<file path="src/rtl/logic_serial_v2_if.sv">
// Handshake/bus bundle for logic_serial_v2: start request, operands, op and result.
// Carries the zero flag only when LOGIC_SERIAL_ZFLAG_EN is defined.
interface logic_serial_v2_if #(
  parameter int size = 8
);
  logic            start_valid;
  logic            start_ready;
  logic [1:0]      op;
  logic [size-1:0] a;
  logic [size-1:0] b;
  logic [size-1:0] c;
  logic            c_valid;
  logic            c_ready;
  logic            busy;
`ifdef LOGIC_SERIAL_ZFLAG_EN
  logic            zero;
`endif

  modport master (
    output start_valid, op, a, b, c_ready,
    input  start_ready, c, c_valid, busy
`ifdef LOGIC_SERIAL_ZFLAG_EN
    , input zero
`endif
  );

  modport slave (
    input  start_valid, op, a, b, c_ready,
    output start_ready, c, c_valid, busy
`ifdef LOGIC_SERIAL_ZFLAG_EN
    , output zero
`endif
  );
endinterface

</file>
<file path="src/rtl/logic_serial_v2.sv">
// Bit-serial OR/AND/XOR/NOR unit: one bit per clock, LSB first, parallel result handshake.
// Optional zero-result flag enabled by defining LOGIC_SERIAL_ZFLAG_EN.
module logic_serial_v2 #(
  parameter int size = 8
) (
  input logic            clk,
  input logic            rst,
  logic_serial_v2_if.slave bus
);
  localparam int cw = $clog2(size + 1);
  localparam logic [cw-1:0] last_cnt = cw'(size - 1);

  typedef enum logic [1:0] {
    IDLE  = 2'd0,
    SHIFT = 2'd1,
    DONE  = 2'd2
  } state_t;

  typedef enum logic [1:0] {
    OP_OR  = 2'b00,
    OP_AND = 2'b01,
    OP_XOR = 2'b10,
    OP_NOR = 2'b11
  } op_t;

  state_t          state;
  op_t             op_r;
  logic [size-1:0] a_sh;
  logic [size-1:0] b_sh;
  logic [size-1:0] c_r;
  logic [cw-1:0]   cnt;
  logic            start_ready_r;
  logic            c_valid_r;
  logic            busy_r;

  logic            r;
  logic [size-1:0] c_next;

  // NOTE: every variable assigned in always_comb gets a default first, so no
  // path can leave it unassigned and infer a latch.
  always_comb begin
    r = 1'b0;
    unique case (op_r)
      OP_OR:   r = a_sh[0] | b_sh[0];
      OP_AND:  r = a_sh[0] & b_sh[0];
      OP_XOR:  r = a_sh[0] ^ b_sh[0];
      OP_NOR:  r = ~(a_sh[0] | b_sh[0]);
      default: r = 1'b0;
    endcase
    // Result fills from the MSB end so bit 0 lands in c[0] after size shifts.
    c_next         = c_r >> 1;
    c_next[size-1] = r;
  end

`ifdef LOGIC_SERIAL_ZFLAG_EN
  logic acc_or;
  logic zero_r;
`endif

  // NOTE: sequential state uses non-blocking assignments only, so every
  // register samples pre-edge values regardless of statement order.
  always_ff @(posedge clk or posedge rst) begin
    if (rst) begin
      // NOTE: the operand shift registers are plain flops, not a memory, and
      // their reset value is observable behaviour, so they are reset too.
      state         <= IDLE;
      op_r          <= OP_OR;
      a_sh          <= '0;
      b_sh          <= '0;
      c_r           <= '0;
      cnt           <= '0;
      start_ready_r <= 1'b1;
      c_valid_r     <= 1'b0;
      busy_r        <= 1'b0;
`ifdef LOGIC_SERIAL_ZFLAG_EN
      acc_or        <= 1'b0;
      zero_r        <= 1'b0;
`endif
    end else begin
      unique case (state)
        IDLE: begin
          if (bus.start_valid && start_ready_r) begin
            op_r          <= op_t'(bus.op);
            a_sh          <= bus.a;
            b_sh          <= bus.b;
            cnt           <= '0;
            state         <= SHIFT;
            start_ready_r <= 1'b0;
            busy_r        <= 1'b1;
`ifdef LOGIC_SERIAL_ZFLAG_EN
            acc_or        <= 1'b0;
            zero_r        <= 1'b0;
`endif
          end
        end

        SHIFT: begin
          c_r  <= c_next;
          a_sh <= a_sh >> 1;
          b_sh <= b_sh >> 1;
          cnt  <= cnt + 1'b1;
`ifdef LOGIC_SERIAL_ZFLAG_EN
          acc_or <= acc_or | r;
`endif
          if (cnt == last_cnt) begin
            state     <= DONE;
            c_valid_r <= 1'b1;
`ifdef LOGIC_SERIAL_ZFLAG_EN
            zero_r    <= ~(acc_or | r);
`endif
          end
        end

        DONE: begin
          if (bus.c_ready) begin
            state         <= IDLE;
            c_valid_r     <= 1'b0;
            start_ready_r <= 1'b1;
            busy_r        <= 1'b0;
          end
        end

        default: begin
          state         <= IDLE;
          start_ready_r <= 1'b1;
          c_valid_r     <= 1'b0;
          busy_r        <= 1'b0;
        end
      endcase
    end
  end

  assign bus.start_ready = start_ready_r;
  assign bus.c           = c_r;
  assign bus.c_valid     = c_valid_r;
  assign bus.busy        = busy_r;
`ifdef LOGIC_SERIAL_ZFLAG_EN
  assign bus.zero        = zero_r;
`endif

endmodule

</file>
<file path="src/flat_wrapper.sv">
// flat-port wrapper written by rule: the top's interface ports become plain ports
module logic_serial_v2_flat 
#(
  parameter int size = 8
)
  (clk, rst, bus_start_valid, bus_op, bus_a, bus_b, bus_c_ready, bus_start_ready, bus_c, bus_c_valid, bus_busy);
  logic_serial_v2_if #(.size(size)) bus_i ();
  input logic clk;
  input logic rst;
  input wire logic [$bits(bus_i.start_valid)-1:0] bus_start_valid;
  input wire logic [$bits(bus_i.op)-1:0] bus_op;
  input wire logic [$bits(bus_i.a)-1:0] bus_a;
  input wire logic [$bits(bus_i.b)-1:0] bus_b;
  input wire logic [$bits(bus_i.c_ready)-1:0] bus_c_ready;
  output wire logic [$bits(bus_i.start_ready)-1:0] bus_start_ready;
  output wire logic [$bits(bus_i.c)-1:0] bus_c;
  output wire logic [$bits(bus_i.c_valid)-1:0] bus_c_valid;
  output wire logic [$bits(bus_i.busy)-1:0] bus_busy;
  assign bus_i.start_valid = bus_start_valid;
  assign bus_i.op = bus_op;
  assign bus_i.a = bus_a;
  assign bus_i.b = bus_b;
  assign bus_i.c_ready = bus_c_ready;
  assign bus_start_ready = bus_i.start_ready;
  assign bus_c = bus_i.c;
  assign bus_c_valid = bus_i.c_valid;
  assign bus_busy = bus_i.busy;
  logic_serial_v2 #(.size(size)) u_core (.clk(clk), .rst(rst), .bus(bus_i));
endmodule
</file>
<file path="config.mk">
export PLATFORM = sky130hd
export DESIGN_NAME = logic_serial_v2_flat
export DESIGN_NICKNAME = d
export VERILOG_FILES = /design/src/rtl/logic_serial_v2_if.sv /design/src/rtl/logic_serial_v2.sv /design/src/flat_wrapper.sv
export SDC_FILE = /design/constraint.sdc
export NUM_CORES = 1
export LEC_CHECK = 0
export BUFFER_PORTS_ARGS = -buffer_cell sky130_fd_sc_hd__buf_4
export CAP_MARGIN = 10
export CORE_UTILIZATION = 48
export CTS_CLUSTER_DIAMETER = 60
export DETAILED_ROUTE_END_ITERATION = 8
export PLACE_DENSITY = 0.74
export SLEW_MARGIN = 30
export SYNTH_ARGS = -nofsm -noshare
export SYNTH_HDL_FRONTEND = slang
export SYNTH_SLANG_ARGS = --single-unit
export TNS_END_PERCENT = 50
</file>
<file path="constraint.sdc">
create_clock -name clk -period 1.4 [get_ports clk]
set_input_delay 0.21 -clock clk [delete_from_list [all_inputs] [get_ports clk]]
set_output_delay 0.21 -clock clk [all_outputs]
set_load 0.05 [all_outputs]
</file>
==> impl_metrics.py <==
metrics = {
    "status": {
        "status": "complete, no violations",
    },
    "route": {
        "drtIter0Drc": 49,
        "wl_per_cell_um": 13.39,
        "drt_wl_total_mm": 3.027,
        "antenna_left": 0,
        "vias": 1172,
        "dr.pass1.iters": 4,
        "route.detailed.drc": 0,
        "viasPerCell": 5.186,
    },
    "clock_tree": {
        "cts.htree.levels": 2,
        "clock-root-buffer": "clkbuf_4",
        "cts_tree": "yes",
        "clockBufferDepth": 2,
        "path_clk_slew_ns": 0.10,
        "clock_latency_ns": 0.33,
        "clkSinkCount": 35,
        "numCtsBuffers": 5,
    },
    "sta": {
        "setup_viol": 0,
        "hold_viol_final": 0,
        "clock_skew_ns": 0.01125,
        "tightest_slew_ns": 0.4427,
        "slew_violations": 0,
        "finalCritPeriodShare_pct": 99.62,
        "slew_headroom_pct": 70.49,
        "whs_ns": 0.07338,
        "final.setup.tns_ns": 0,
        "fin_ws_ns": 0.005270,
        "fmax_mhz": 717.0,
        "rsz0062_at_grt": "true",
        "fin_crit_ns": 1.395,
    },
    "power": {
        "leakage_nw": 1.097,
        "p_per_area_nw_per_um2": 1937,
        "ir_worst_vdd_mv": 1.263,
        "finalPower_mw": 3.788,
    },
    "placement": {
        "placed_cells": 216,
        "place_hpwl_mm": 2.118,
        "place.gp.congestion": 0.7885,
        "io_buffers": 32,
        "place_ws_ns": -0.008940,
        "place_area_um2": 1863,
    },
    "final_layout": {
        "fillers": 282,
        "design_area_um2": 1956,
        "antennaDiodeCount": 0,
        "layoutNonFillerInstCount": 226,
        "fin_util_pct": 64.06,
        "final_common_cell": "buf_4",
        "final_nets": 206,
        "drive_above_1_share_pct": 32.97,
        "layout_common_cells": "buf_4 (40), dfrtp_1 (34), nand2_1 (30)",
        "area_growth_pct": 26.76,
    },
    "floorplanning": {
        "pin_count": 33,
        "core_um2": 3053,
        "die_w_um": 58.69,
        "initial_utilization_pct": 50.53,
        "die_area_um2": 3445,
        "fp.dieH_um": 58.69,
        "core.rowCount": 20,
    },
    "critical_path": {
        "worstPathRequired_ns": 1.62,
        "cp_cell_sequence": "and4bb_2 > buf_4 > nor2_4 > mux2_2",
        "critical_path_peak_fanout": 14,
        "slowest_delay_ns": 0.53,
        "cp_num_buf_inv": 1,
        "crit_path_top_delay_cell": "dfstp_2",
        "crit_type": "reg2reg",
        "crit_path_end_kind": "flop",
        "crit_path_start_kind": "flop",
        "arrival_ns": 1.61,
        "cp_top_family": "flip-flops",
    },
    "logic_synthesis": {
        "synthCells": 138,
        "syn_nets": 163,
        "syn_area_per_cell_um2": 11.18,
        "synthesis.area_um2": 1543,
        "yosys_warnings": 0,
        "ys_seq_elements": 35,
        "ys_seq_area_share_pct": 56.85,
        "yosysUniqueCellTypes": 33,
    },
    "global_routing": {
        "grt_pass1_wl_mm": 5.030,
        "grt_max_degree": 36,
        "overflow": 0,
        "grt_pass1_vias": 1151,
        "antenna_found_initial": 0,
        "gr-usage-all-layers_pct": 19.85,
    },
    "run": {
        "maxCapViolations": 0,
    },
    "hold_path": {
        "hp-class": "in2reg",
    },
}
==> path summary, 6_finish.rpt <==
kind	start	endpoint	slack, ns	cells past startpoint
min	bus_c_ready	u_core.state[1]	0.07	2
max reg2reg	u_core.bus.start_ready	u_core.cnt[0]	0.005	4
max in group asynchronous	rst	u_core.bus.start_ready	0.52	4
max	u_core.bus.start_ready	u_core.cnt[0]	0.005	4
min in group asynchronous	rst	u_core.bus.c[6]	0.52	4
min reg2reg	u_core.b_sh[2]	u_core.b_sh[2]	0.49	1
==> layout make-up <==
cell class	instances	area, um2	area share, %
Sequential cell	35	877.1	44.85
Multi-Input combinational cell	91	615.6	31.48
Timing Repair Buffer	44	344.1	17.59
Tap cell	44	55.05	2.815
Clock buffer	8	48.80	2.495
Inverter	4	15.01	0.7678
==> Yosys cell counts, drive strengths merged <==
| library cell | n | area share, % |
|---|---|---|
| dfstp | 1 | 1.7 |
| mux2i | 1 | 0.65 |
| mux2 | 4 | 2.9 |
| nand2b | 2 | 0.81 |
| o22a | 2 | 1.1 |
| inv | 4 | 0.97 |
| o21ai | 5 | 1.6 |
| a22o | 12 | 6.8 |
| buf | 7 | 3.6 |
| a21o | 12 | 5.8 |
| o31ai | 1 | 0.49 |
| nand3 | 1 | 0.32 |
| and3b | 1 | 0.57 |
| nor2 | 4 | 1.1 |
| nor3 | 2 | 0.65 |
| nor2b | 1 | 0.41 |
| a21oi | 3 | 0.97 |
| nand4 | 1 | 0.41 |
| o21bai | 1 | 0.49 |
| nand2 | 30 | 7.3 |
| o311ai | 1 | 0.57 |
| clkbuf | 1 | 0.24 |
| and4bb | 1 | 0.81 |
| a221o | 2 | 1.3 |
| o21ba | 1 | 0.65 |
| ha | 3 | 2.4 |
| dfrtp | 34 | 55 |
==> kinds of logic after synthesis <==
logic type	after synthesis	share of synthesized area, %
multiplexers	5	3.568
AND/OR/NAND/NOR	43	12.41
AO/OA/AOI/OAI	40	19.87
adder cells (fa/ha/maj)	3	2.433
flip-flops	35	56.85
buffers and inverters	12	4.866
==> registers in the layout (all words and copies together), names as in the netlist <==
| name | count |
|---|---|
| u_core.cnt | 4 |
| u_core.state | 2 |
| u_core.bus.c | 8 |
| u_core.a_sh | 8 |
| u_core.bus.c_valid | 1 |
| u_core.bus.busy | 1 |
| u_core.b_sh | 8 |
| u_core.bus.start_ready | 1 |
| u_core.op_r | 2 |
==> power by group <==
part / internal [mW] / total [mW] / switching [mW]
sequential: 1.38 / 1.64 / 0.257
clock: 0.200 / 0.504 / 0.303
combinational: 0.661 / 1.64 / 0.983
==> metal layers <==
layer	global-route usage [%]	vias to the layer above	part of all wire, %
li1	-	568	-
met3	4.615	4	3.9
met5	0	-	0
met1	25.94	574	46
met4	9.184	0	1.2
met2	31.53	26	49
==> what timing repair did <==
| item | 4_1_cts | 5_1_grt |
|---|---|---|
| hold buffers | 1 | 0 |
| endpoints found under the setup margin | 3 | 24 |
| buffers inserted | 0 | 1 |
| resized for setup | 0 | 7 |
| hold endpoints to repair | 34 | 0 |
| pin swaps | 0 | 2 |
Power figures use the tool's default switching activity.
